$ cat config.mk
export PLATFORM = sky130hd
export DESIGN_NAME = mix_columns_seq
export DESIGN_NICKNAME = d
export VERILOG_FILES = /design/src/rtl/aes_pkg.sv /design/src/rtl/mix_column_unit.sv /design/src/rtl/mix_columns_seq.sv
export SDC_FILE = /design/constraint.sdc
export NUM_CORES = 1
export LEC_CHECK = 0
export CAP_MARGIN = 10
export CORE_ASPECT_RATIO = 0.6
export CORE_MARGIN = 2
export CORE_UTILIZATION = 55
export CTS_CLUSTER_DIAMETER = 200
export DETAILED_ROUTE_END_ITERATION = 6
export DONT_BUFFER_PORTS = 1
export HOLD_SLACK_MARGIN = 0.08
export PLACE_DENSITY = 0.71
export SLEW_MARGIN = 5
export SYNTH_ARGS = -nofsm -noshare
export SYNTH_HDL_FRONTEND = slang
export SYNTH_SLANG_ARGS = --single-unit
$ cat constraint.sdc
create_clock -name clk -period 4.7 [get_ports clk]
set_clock_uncertainty 0.1 [all_clocks]
set_input_delay 0.235 -clock clk [delete_from_list [all_inputs] [get_ports clk]]
set_output_delay 0.235 -clock clk [all_outputs]
set_load 0.01 [all_outputs]
$ cat src/rtl/aes_pkg.sv
// rtl/aes_pkg.sv - shared AES datapath constants, FSM state type and GF(2^8) xtime
package aes_pkg;

  localparam int WORD_SIZE  = 8;
  localparam int ARRAY_SIZE = 16;

  localparam logic [7:0] POLY = 8'h1B;

  typedef enum logic [1:0] {
    IDLE = 2'd0,
    RUN  = 2'd1,
    DONE = 2'd2
  } mc_state_e;

  localparam logic MC_FWD = 1'b0;
  localparam logic MC_INV = 1'b1;

  function automatic logic [7:0] xtime(input logic [7:0] a);
    return {a[6:0], 1'b0} ^ (a[7] ? POLY : 8'h00);
  endfunction

endpackage

$ cat src/rtl/mix_column_unit.sv
// rtl/mix_column_unit.sv - combinational forward/inverse MixColumns on one 32-bit column
// Row 0 is the most significant byte; every coefficient is an xtime chain plus XOR.
module mix_column_unit
  import aes_pkg::*;
(
  input  logic        mode,
  input  logic [31:0] col_in,
  output logic [31:0] col_out
);

  logic [7:0] a  [4];
  logic [7:0] x2 [4];
  logic [7:0] x4 [4];
  logic [7:0] x8 [4];

  always_comb begin
    for (int i = 0; i < 4; i++) begin
      a[i]  = col_in[(3-i)*8 +: 8];
      x2[i] = xtime(a[i]);
      x4[i] = xtime(x2[i]);
      x8[i] = xtime(x4[i]);
    end
  end

  // Row r uses the base coefficient row rotated right by r, i.e. byte (r+k)%4 gets coef k.
  always_comb begin
    col_out = '0;
    for (int r = 0; r < 4; r++) begin
      if (mode == MC_INV) begin
        col_out[(3-r)*8 +: 8] = (x8[r] ^ x4[r] ^ x2[r])
                              ^ (x8[(r+1)%4] ^ x2[(r+1)%4] ^ a[(r+1)%4])
                              ^ (x8[(r+2)%4] ^ x4[(r+2)%4] ^ a[(r+2)%4])
                              ^ (x8[(r+3)%4] ^ a[(r+3)%4]);
      end else begin
        col_out[(3-r)*8 +: 8] = x2[r]
                              ^ (x2[(r+1)%4] ^ a[(r+1)%4])
                              ^ a[(r+2)%4]
                              ^ a[(r+3)%4];
      end
    end
  end

endmodule

$ cat src/rtl/mix_columns_seq.sv
// rtl/mix_columns_seq.sv - sequential MixColumns/InvMixColumns engine, COLS_PER_CYCLE columns per clock
// Optional MIXCOL_BYPASS_EN adds a bypass input that passes columns through unchanged.
module mix_columns_seq #(
  parameter int WORD_SIZE      = 8,
  parameter int ARRAY_SIZE     = 16,
  parameter int COLS_PER_CYCLE = 1
) (
  input  logic                            clk,
  input  logic                            reset,
  input  logic                            in_valid,
  output logic                            in_ready,
  input  logic                            mode,
`ifdef MIXCOL_BYPASS_EN
  input  logic                            bypass,
`endif
  input  logic [WORD_SIZE*ARRAY_SIZE-1:0] state,
  output logic                            out_valid,
  input  logic                            out_ready,
  output logic [WORD_SIZE*ARRAY_SIZE-1:0] state_out,
  output logic                            busy
);

  import aes_pkg::*;

  if (WORD_SIZE != 8 || ARRAY_SIZE != 16) begin : g_bad_size
    $error("mix_columns_seq: only WORD_SIZE=8 and ARRAY_SIZE=16 are supported");
  end
  if (COLS_PER_CYCLE != 1 && COLS_PER_CYCLE != 2 && COLS_PER_CYCLE != 4) begin : g_bad_cols
    $error("mix_columns_seq: COLS_PER_CYCLE must be 1, 2 or 4");
  end

  localparam logic [1:0] COL_STEP = 2'(COLS_PER_CYCLE);
  localparam logic [1:0] LAST_COL = 2'(4 - COLS_PER_CYCLE);

  mc_state_e    fsm_q, fsm_d;
  logic [127:0] work_q, work_d;
  logic         mode_q, mode_d;
  logic         bypass_q, bypass_d;
  logic [1:0]   col_cnt_q, col_cnt_d;

  logic [1:0]   cidx     [COLS_PER_CYCLE];
  logic [31:0]  unit_in  [COLS_PER_CYCLE];
  logic [31:0]  unit_out [COLS_PER_CYCLE];

  always_comb begin
    for (int i = 0; i < COLS_PER_CYCLE; i++) begin
      cidx[i]    = col_cnt_q + 2'(i);
      unit_in[i] = work_q[32*(2'd3 - cidx[i]) +: 32];
    end
  end

  for (genvar g = 0; g < COLS_PER_CYCLE; g++) begin : g_unit
    mix_column_unit u_mix (
      .mode    (mode_q),
      .col_in  (unit_in[g]),
      .col_out (unit_out[g])
    );
  end

  always_comb begin
    fsm_d     = fsm_q;
    work_d    = work_q;
    mode_d    = mode_q;
    bypass_d  = bypass_q;
    col_cnt_d = col_cnt_q;
    unique case (fsm_q)
      IDLE: begin
        if (in_valid) begin
          work_d    = state;
          mode_d    = mode;
`ifdef MIXCOL_BYPASS_EN
          bypass_d  = bypass;
`else
          bypass_d  = 1'b0;
`endif
          col_cnt_d = 2'd0;
          fsm_d     = RUN;
        end
      end
      RUN: begin
        for (int i = 0; i < COLS_PER_CYCLE; i++) begin
          work_d[32*(2'd3 - cidx[i]) +: 32] = bypass_q ? unit_in[i] : unit_out[i];
        end
        col_cnt_d = col_cnt_q + COL_STEP;
        if (col_cnt_q == LAST_COL) begin
          fsm_d = DONE;
        end
      end
      DONE: begin
        if (out_ready) begin
          fsm_d = IDLE;
        end
      end
      default: fsm_d = IDLE;
    endcase
  end

  always_ff @(posedge clk) begin
    if (reset) begin
      fsm_q     <= IDLE;
      work_q    <= '0;
      mode_q    <= MC_FWD;
      bypass_q  <= 1'b0;
      col_cnt_q <= 2'd0;
    end else begin
      fsm_q     <= fsm_d;
      work_q    <= work_d;
      mode_q    <= mode_d;
      bypass_q  <= bypass_d;
      col_cnt_q <= col_cnt_d;
    end
  end

  assign in_ready  = (fsm_q == IDLE) && !reset;
  assign out_valid = (fsm_q == DONE);
  assign busy      = (fsm_q != IDLE);
  assign state_out = work_q;

endmodule

-- Word level (Yosys, flattened, before mapping)
Cells that the tools add are included.
- $add $sub $neg: 3
- equal/unequal tests: 6
- shifts and indexed selects: 3
- multiplexer cells: 25
- bitwise operators: 64
- reductions and logical operators: 8
- operator list (operator ; count):
    $xor A8 B8 Y8 ; 64
    $pmux W128 S2 ; 1
    $bwmux W128 ; 1
    $mux W128 ; 1
    $shift A32 B34 Y128 const A ; 1
    $shiftx A128 B33 Y32 ; 1
    $shiftx A32 B34 Y128 ; 1
    $mux W5 ; 12
    $neg A32 Y34 ; 1
    $mux W8 ; 4
    $mux W2 ; 4
    $pmux W2 S3 ; 1
    $eq A2 B2 Y1 const B ; 2
    $ne A2 B2 Y1 const B ; 2
    $pmux W2 S2 ; 1
    $reduce_and A2 Y1 ; 2
    $reduce_bool A2 Y1 ; 2
    $reduce_and A3 Y1 ; 1
    $sub A2 B2 Y3 const A ; 1
    $add A2 B1 Y2 const B ; 1
    $eq A2 B1 Y1 const B ; 1
    $logic_not A2 Y1 ; 1
    $ne A2 B1 Y1 const B ; 1
    $logic_and A1 B1 Y1 ; 1
    $logic_not A1 Y1 ; 1
- register bits after elaboration: 133
- bits of input ports: 133
- output and inout bits: 131
- word-level logic and storage cells: 113

-- Logic depth before layout (Yosys ltp)
Gate-level depths: netlist of run 1.
- word-level depth: 17
- depth in mapped cells: 14
- mapped depth without buffers: 8

-- By module
From an unflattened synthesis of run 1, not the netlist that was laid out.
- cells, all modules: 1078
- area total of the unflattened synthesis: 9838.2 sq um
- by module, submodules not included (module ; instances ; cells each ; area an instance (sq um) ; sequential area each (sq um)):
    mix_columns_seq ; 1 ; 823 ; 7499.7 ; 2662.6
    mix_column_unit ; 1 ; 255 ; 2338.5 ; 0.0

-- Worst setup path after synthesis of run 1
Ideal clock, no wire load.
- path kind: register to register
- from: reg col_cnt_q[0]
- to: reg work_q[20] (netlist: state_out[20])
- library setup time: 0.062 ns
- data arrival time: 3.147 ns
- required time: 4.538 ns
- slack: 1.391 ns
- cell stages (with the launch flop): 11
- path buffers: 2
- cells stage by stage: dfxtp_1 -> buf_6 -> mux4_1 -> buf_2 -> xor2_1 -> xnor3_2 -> xor2_1 -> xnor2_1 -> nor2_1 -> or4_1 -> nand3_1
- cells in the longest elaborated chain, start to end: 15
- ends and longest elaborated chain (what ; RTL line ; RTL):
    start, declared ; mix_columns_seq.sv:39 ; logic [1:0] col_cnt_q, col_cnt_d;
    start signal, assigned ; mix_columns_seq.sv:110 ; col_cnt_q <= col_cnt_d;
    $sub A2 B2 Y3 (*) ; mix_columns_seq.sv:48, mix_columns_seq.sv:82 ;
    $shiftx A128 B33 Y32 ; mix_columns_seq.sv:48 ; unit_in[i] = work_q[32*(2'd3 - cidx[i]) +: 32];
    $xor A8 B8 Y8 / $mux W5 (equally long branches) (2 in a row) ; aes_pkg.sv:19 ; return {a[6:0], 1'b0} ^ (a[7] ? POLY : 8'h00);
    $mux W5 / $xor A8 B8 Y8 (equally long branches) ; aes_pkg.sv:19 ;
    $xor A8 B8 Y8 ; aes_pkg.sv:19 ;
    $xor A8 B8 Y8, on equally long branches ; mix_column_unit.sv:30, mix_column_unit.sv:32, mix_column_unit.sv:31 ;
    $xor A8 B8 Y8, on equally long branches ; mix_column_unit.sv:30, mix_column_unit.sv:31 ;
    $xor A8 B8 Y8 ; mix_column_unit.sv:31 ; ^ (x8[(r+1)%4] ^ x2[(r+1)%4] ^ a[(r+1)%4])
    $xor A8 B8 Y8 ; mix_column_unit.sv:32 ; ^ (x8[(r+2)%4] ^ x4[(r+2)%4] ^ a[(r+2)%4])
    $xor A8 B8 Y8 ; mix_column_unit.sv:33 ; ^ (x8[(r+3)%4] ^ a[(r+3)%4]);
    $mux W8 ; mix_column_unit.sv:29 ; if (mode == MC_INV) begin
    $shiftx A32 B34 Y128 ; mix_columns_seq.sv:82 ; work_d[32*(2'd3 - cidx[i]) +: 32] = bypass_q ? unit_in[i] : unit_out[i];
    $bwmux W128 (*) ; mix_columns_seq.sv:82 ;
    $pmux W128 S2 (*) ; mix_columns_seq.sv:66 ; unique case (fsm_q)
    end signal, assigned ; mix_columns_seq.sv:107 ; work_q <= work_d;
    end, declared ; mix_columns_seq.sv:36 ; logic [127:0] work_q, work_d;
Every way passes the cells marked *; elsewhere a longest branch is shown, timed or not.
A chain may end at the register's enable or synchronous reset.

-- Worst setup path in the final report of run 1
- from: reg col_cnt_q[0]
- to: reg work_q[11] (netlist: state_out[11])
Same word-level chain as after synthesis.

==> run_results.csv, run 1 <==
group,metric,value,unit
logic_synthesis,synthFlopType,"dfxtp_1",
critical_path,critical_path.endpoint_type,"flop",
sta,period_needed,4.30,ns
clock_tree,clk_latency,0.44,ns
routing,remaining_drc_errors,1,
power_and_ir_drop,power.leakage,4.10,nW
clock_tree,cts_buffer_depth,2,
critical_path,critPathRequiredTime,4.88,ns
logic_synthesis,yosys.area.top_type_share,0.295,
logic_synthesis,yosys_warnings,0,
power_and_ir_drop,powerDensity,583,nW/um^2
cells_and_area,antenna_cells,0,
sta,period_share,0.916,
global_route,grt_pass1_vias,8592,
logic_synthesis,ys_ff_latch,133,
global_route,antenna_found_initial,0,
routing,wl_met2,14600,um
run_status,violations,"DRC",
sta,slew-limit-headroom,0.399,
placed_design,port_buffers,0,
cells_and_area,area_delta_synth_final,21.1,%
logic_synthesis,synth_enable_flop_cells,0,
floorplan,dieArea,17500,um^2
cells_and_area,drive_above_1_share,0.101,
clock_tree,cts_tree,"built",
routing,drt-total-wl,34600,um
sta,slew_viol_final,0,
critical_path,cp_max_fo,21,
job,max-cap-violations,0,
floorplan,die_h,103,um
placed_design,place_inst,1137,
placed_design,place_area,9070,um^2
clock_tree,cts_setup_buffers,0,
floorplan,die_x,169,um
worst_hold_path,worstHoldPathCells,4,
power_and_ir_drop,ir_drop,267,uV
routing,wl_met3,5410,um
floorplan,coreArea,16200,um^2
logic_synthesis,yosys.area.top_type,"dfxtp_1",
logic_synthesis,seq_area_frac_synth,0.295,
worst_hold_path,hold_class,"primary input to flop",
worst_hold_path,hold_start,"state[116]",
logic_synthesis,syn_area,9040,um^2
logic_synthesis,async_flop_share,0,
routing,dr.max_layer_used,"met4",
logic_synthesis,syn_inst,998,
floorplan,io_pins,264,
clock_tree,ctsRootBufferMaster,"clkbuf_16",
logic_synthesis,syn_area_per_cell,9.06,um^2
clock_tree,cts_made_buffers,17,
cells_and_area,layout.cells.non_filler,1297,
critical_path,rr_worst_depth,9,
logic_synthesis,synthesis.nets,1135,
sta,fin_tns_setup,0,ns
routing,via_count,9042,
placed_design,gp_congestion,0.988,
routing,via_per_inst,6.97,
sta,fmax,0.232,GHz
critical_path,path_class,"flop to flop",
critical_path,critPathLaunchType,"flop",
cells_and_area,fin_area,10900,um^2
cells_and_area,nets,1212,
sta,tightest_slew,0.900,ns
routing,post_drt_wl_per_cell,26.7,um
logic_synthesis,yosysMostFrequentCell,"dfxtp_1",
placed_design,place_hpwl,23700,um
critical_path,r2r_start,"col_cnt_q[0]",
floorplan,rows,36,
run_status,outcome,"finished with violations",
critical_path,reg2reg_to,"state_out[11]",
critical_path,worstPathArrival,4.48,ns
logic_synthesis,synth_area_leaders,"dfxtp_1, xnor2_1, mux4_2, a221oi_1, nor2_1",
global_route,grt-ovfl-total,0,
floorplan,initial_utilization,0.559,
cells_and_area,fin_util,0.677,
routing,final_antenna_net_count,0,
global_route,grt_pass1_wl,51200,um
routing,firstDrtPassIters,7,
sta,finalHoldViolCount,0,
worst_hold_path,hold_end,"state_out[116]",
clock_tree,cts_max_level,4,
sta,rsz0062_at_grt,"false",
routing,drt_iter0_markers,1233,
clock_tree,path_clk_slew,0.06,ns
global_route,track_usage,0.390,
logic_synthesis,synth_cell_types,49,
critical_path,reg2reg_slack,0.40,ns
global_route,grt_max_degree,134,
logic_synthesis,synthTopCellsByCount,"dfxtp_1, nor2_1, xnor2_1",
clock_tree,clock_sink_count,133,
sta,setup_violations,0,
clock_tree,post_cts_resized,0,
routing,drt-met1-wl,13200,um
## how the worst max path moves through the flow
stage	from	end	slack [ns]	cells past startpoint
global placement	col_cnt_q[0]	state_out[107]	0.55	9
floorplan	col_cnt_q[0]	state_out[20]	1.39	10
CTS	col_cnt_q[0]	state_out[75]	0.45	9
detailed placement	col_cnt_q[0]	state_out[75]	0.47	9
global route	col_cnt_q[0]	state_out[86]	0.19	9
finish	col_cnt_q[0]	state_out[11]	0.40	9
## stage by stage
step	power (mW)	worst slack (ns)	hold WS [ns]
floorplan	4.03	1.39	0.282
global placement	4.78	0.553	0.216
detailed placement	4.79	0.475	0.217
CTS	6.23	0.451	0.0885
global route	6.60	0.194	0.116
finish	6.38	0.395	0.0966
## area by class of cell
class,count,area (um^2)
Clock buffer,18,439
Clock inverter,14,138
Fill cell,1205,5220
Inverter,5,18.8
Multi-Input combinational cell,767,5950
Sequential cell,133,2660
Tap cell,209,262
Timing Repair Buffer,151,1470
## where the power goes
part / switching [mW] / internal (mW) / leakage [nW] / total [mW]
combinational: 2.00 / 1.58 / 2.72 / 3.58
clock: 0.580 / 0.756 / 0.284 / 1.34
sequential: 0.216 / 1.25 / 1.10 / 1.47
total: 2.80 / 3.58 / 4.10 / 6.38
## repair_timing
action | in CTS | in global routing
hold buffers | 128 | 0
setup endpoints to repair | 0 | 0
endpoints found under the hold margin | 133 | 0
## metal layers
| layer | up-vias | GRT usage |
|---|---|---|
| met3 | 169 | 0.129 |
| met2 | 883 | 0.557 |
| li1 | 3768 | - |
| met5 | - | 0.0109 |
| met1 | 4222 | 0.540 |
| met4 | 0 | 0.170 |
## cells by family (layout without fill, tap and decap cells)
kind of cell	count (synthesis)	in the layout	synth area share
DFF	133	133	0.295
xor gates and xnor gates	191	191	0.231
muxes	39	39	0.0896
adders and majority gates	4	4	0.00554
AOI/OAI and AO/OA	218	218	0.172
buffers and inverters	98	188	0.0529
and+or+nand+nor	315	315	0.155
## cell usage in the layout, fill, tap and decap left out, types with 23 or more instances in the layout
master,count
dlygate4sd3_1,127
nand3_1,30
nand2_1,59
a21oi_1,52
a221oi_1,56
buf_4,23
xor2_1,34
dfxtp_1,132
xnor2_1,121
mux4_2,27
nor2_1,124
nor3_1,71
a211oi_1,28
## state kept, by name, summed over array words and instances, names as in the netlist
signal	flops
fsm_q	2
mode_q	1
state_out	128
col_cnt_q	2
## worst max-delay path, stage by stage (launching register included)
cell and delay, ns:
dfxtp_2 0.77, buf_4 0.34, mux4_2 0.68, xnor2_1 0.58
xnor2_1 0.23, xnor3_1 0.27, mux2i_1 0.33, xor2_1 0.14
xnor2_1 0.49, o22ai_1 0.20
No activity file was read; power rests on OpenSTA's default activity.
==> run 2: changes to the inputs <==
--- a/config.mk
+++ b/config.mk
@@ -6,8 +6,6 @@
 export NUM_CORES = 1
 export LEC_CHECK = 0
 export CAP_MARGIN = 10
-export CORE_ASPECT_RATIO = 0.6
-export CORE_MARGIN = 2
 export CORE_UTILIZATION = 55
 export CTS_CLUSTER_DIAMETER = 200
 export DETAILED_ROUTE_END_ITERATION = 6
==> run 2 against run 1 <==
Compared with the run above: combinational power fell by 3%; highest routed layer unchanged; register-to-register slack worse by 0.21 ns; critical path depth did not move; worst hold slack improved by 0.0029 ns; global-route usage increased by 1.0 points; via count down 1.1%; sequential power is essentially flat; utilization increased by 0.99 points; the run now ends clean.
==> run_results.csv, run 2 (synthesis results as in run 1) <==
group,metric,value,unit
placed_design,place_hpwl,22400,um
global_route,grt_pass1_wl,50400,um
cells_and_area,largest_reg_flops,128,
floorplan,die_x,130,um
cells_and_area,layout.cells.non_filler,1305,
critical_path,critical_path.max_stage_delay,0.81,ns
global_route,grt-ovfl-total,0,
floorplan,rows,46,
cells_and_area,fin_area,11000,um^2
critical_path,worstPathArrival,4.80,ns
clock_tree,clock_sink_count,133,
sta,finalHoldViolCount,0,
routing,remaining_drc_errors,0,
floorplan,die_h,130,um
clock_tree,ctsRootBufferMaster,"clkbuf_16",
sta,tightest_slew,0.991,ns
floorplan,initial_utilization,0.567,
cells_and_area,seq_area,2670,um^2
critical_path,path_buf_inv,1,
critical_path,worst_path_most_repeated_cell,"nand2_1",
placed_design,port_buffers,0,
floorplan,io_pins,264,
routing,drt_iter0_markers,1161,
cells_and_area,drive_above_1_share,0.101,
critical_path,critPathRequiredTime,4.98,ns
routing,via_per_inst,6.85,
clock_tree,cts_made_buffers,17,
critical_path,critical_path.endpoint_type,"flop",
clock_tree,cts_buffer_depth,2,
floorplan,dieArea,16900,um^2
sta,setup_violations,0,
power_and_ir_drop,ir_drop,334,uV
clock_tree,cts_max_level,4,
clock_tree,cts_tree,"built",
floorplan,coreArea,15900,um^2
routing,via_count,8939,
routing,drt-total-wl,33600,um
routing,firstDrtPassIters,6,
cells_and_area,antenna_cells,0,
sta,slew_viol_final,0,
critical_path,path_class,"flop to flop",
global_route,track_usage,0.400,
global_route,grt_pass1_vias,8735,
clock_tree,cts_setup_buffers,0,
power_and_ir_drop,powerDensity,569,nW/um^2
clock_tree,path_clk_slew,0.06,ns
routing,final_antenna_net_count,0,
critical_path,slowest_stage,"dfxtp_2",
placed_design,place_area,9080,um^2
clock_tree,clk_latency,0.44,ns
sta,period_share,0.961,
cells_and_area,nets,1213,
sta,rsz0062_at_grt,"false",
routing,post_drt_wl_per_cell,25.7,um
placed_design,gp_congestion,0.957,
cells_and_area,multiInputGateArea,5950,um^2
critical_path,critPathLaunchType,"flop",
critical_path,cpLargestDelayFamily,"XOR/XNOR gates",
job,max-cap-violations,0,
cells_and_area,area_delta_synth_final,21.2,%
global_route,antenna_found_initial,0,
run_status,outcome,"completed",
critical_path,cp_max_fo,23,
sta,fmax,0.221,GHz
power_and_ir_drop,power.leakage,4.09,nW
cells_and_area,final_common_cell,"dfxtp_1",
critical_path,path_cells,"mux4_2 > xnor3_2 > xnor3_1 > xor3_1 > nand2_1 > xnor2_1 > nand2_1 > a31oi_1 > dlygate4sd3_1",
placed_design,place_inst,1144,
sta,fin_tns_setup,0,ns
cells_and_area,fill_cells,1159,
sta,slew-limit-headroom,0.338,
worst_hold_path,hold_class,"primary input to flop",
global_route,grt_max_degree,135,
sta,period_needed,4.52,ns
cells_and_area,layout_common_cells,"dfxtp_1, dlygate4sd3_1, nor2_1",
## run 2: area by class of cell
type                       instances  share of cell area
multi-input combinational        767               0.544
inverter                           5             0.00171
tap                              216              0.0247
sequential                       133               0.244
timing repair buffer             152               0.135
clock inverter                    14              0.0118
clock buffer                      18              0.0392
## run 2: metal layers
layer  global-route usage  routed length [um]  part of all wire
met4                0.238                1930             0.057
met3                0.120                4410              0.13
met2                0.609               15100              0.45
met5                    0                   0                 0
met1                0.501               12100              0.36
## run 2: repair_timing
action	4_1_cts	5_1_grt
hold buffers	129	0
endpoints found under the hold margin	133	0
setup endpoints to repair	0	1
resized for setup	0	1
## run 2: worst paths after layout
kind	from	end	slack (ns)	depth (start not counted)
worst min register to register	mode_q	mode_q	0.36	2
worst min-delay path	state[84]	state_out[84]	0.1	4
worst max-delay path	col_cnt_q[1]	state_out[13]	0.18	9
worst max register to register	col_cnt_q[1]	state_out[13]	0.18	9
## run 2: report_power, final
group | total (mW) | switching [mW] | internal [mW] | leakage [nW]
clock | 1.29 | 0.557 | 0.731 | 0.267
combinational | 3.48 | 1.91 | 1.57 | 2.72
sequential | 1.46 | 0.209 | 1.25 | 1.10
## run 2: per-stage QoR
stage	hold WS, ns	utilization	total power, mW	setup WS (ns)
finish	0.0995	0.687	6.23	0.181
global route	0.134	0.687	6.46	0.137
global placement	0.214	0.570	4.71	0.624
detailed placement	0.214	0.570	4.72	0.569
floorplan	0.282	-	4.03	1.39
CTS	0.0931	0.687	6.11	0.219
## run 2: worst register-to-register path, cell delays in order (launching register included)
cell	delay (ns)
dfxtp_2	0.81
mux4_2	0.75
xnor3_2	0.47
xnor3_1	0.44
xor3_1	0.39
nand2_1	0.13
xnor2_1	0.55
nand2_1	0.10
a31oi_1	0.18
dlygate4sd3_1	0.56
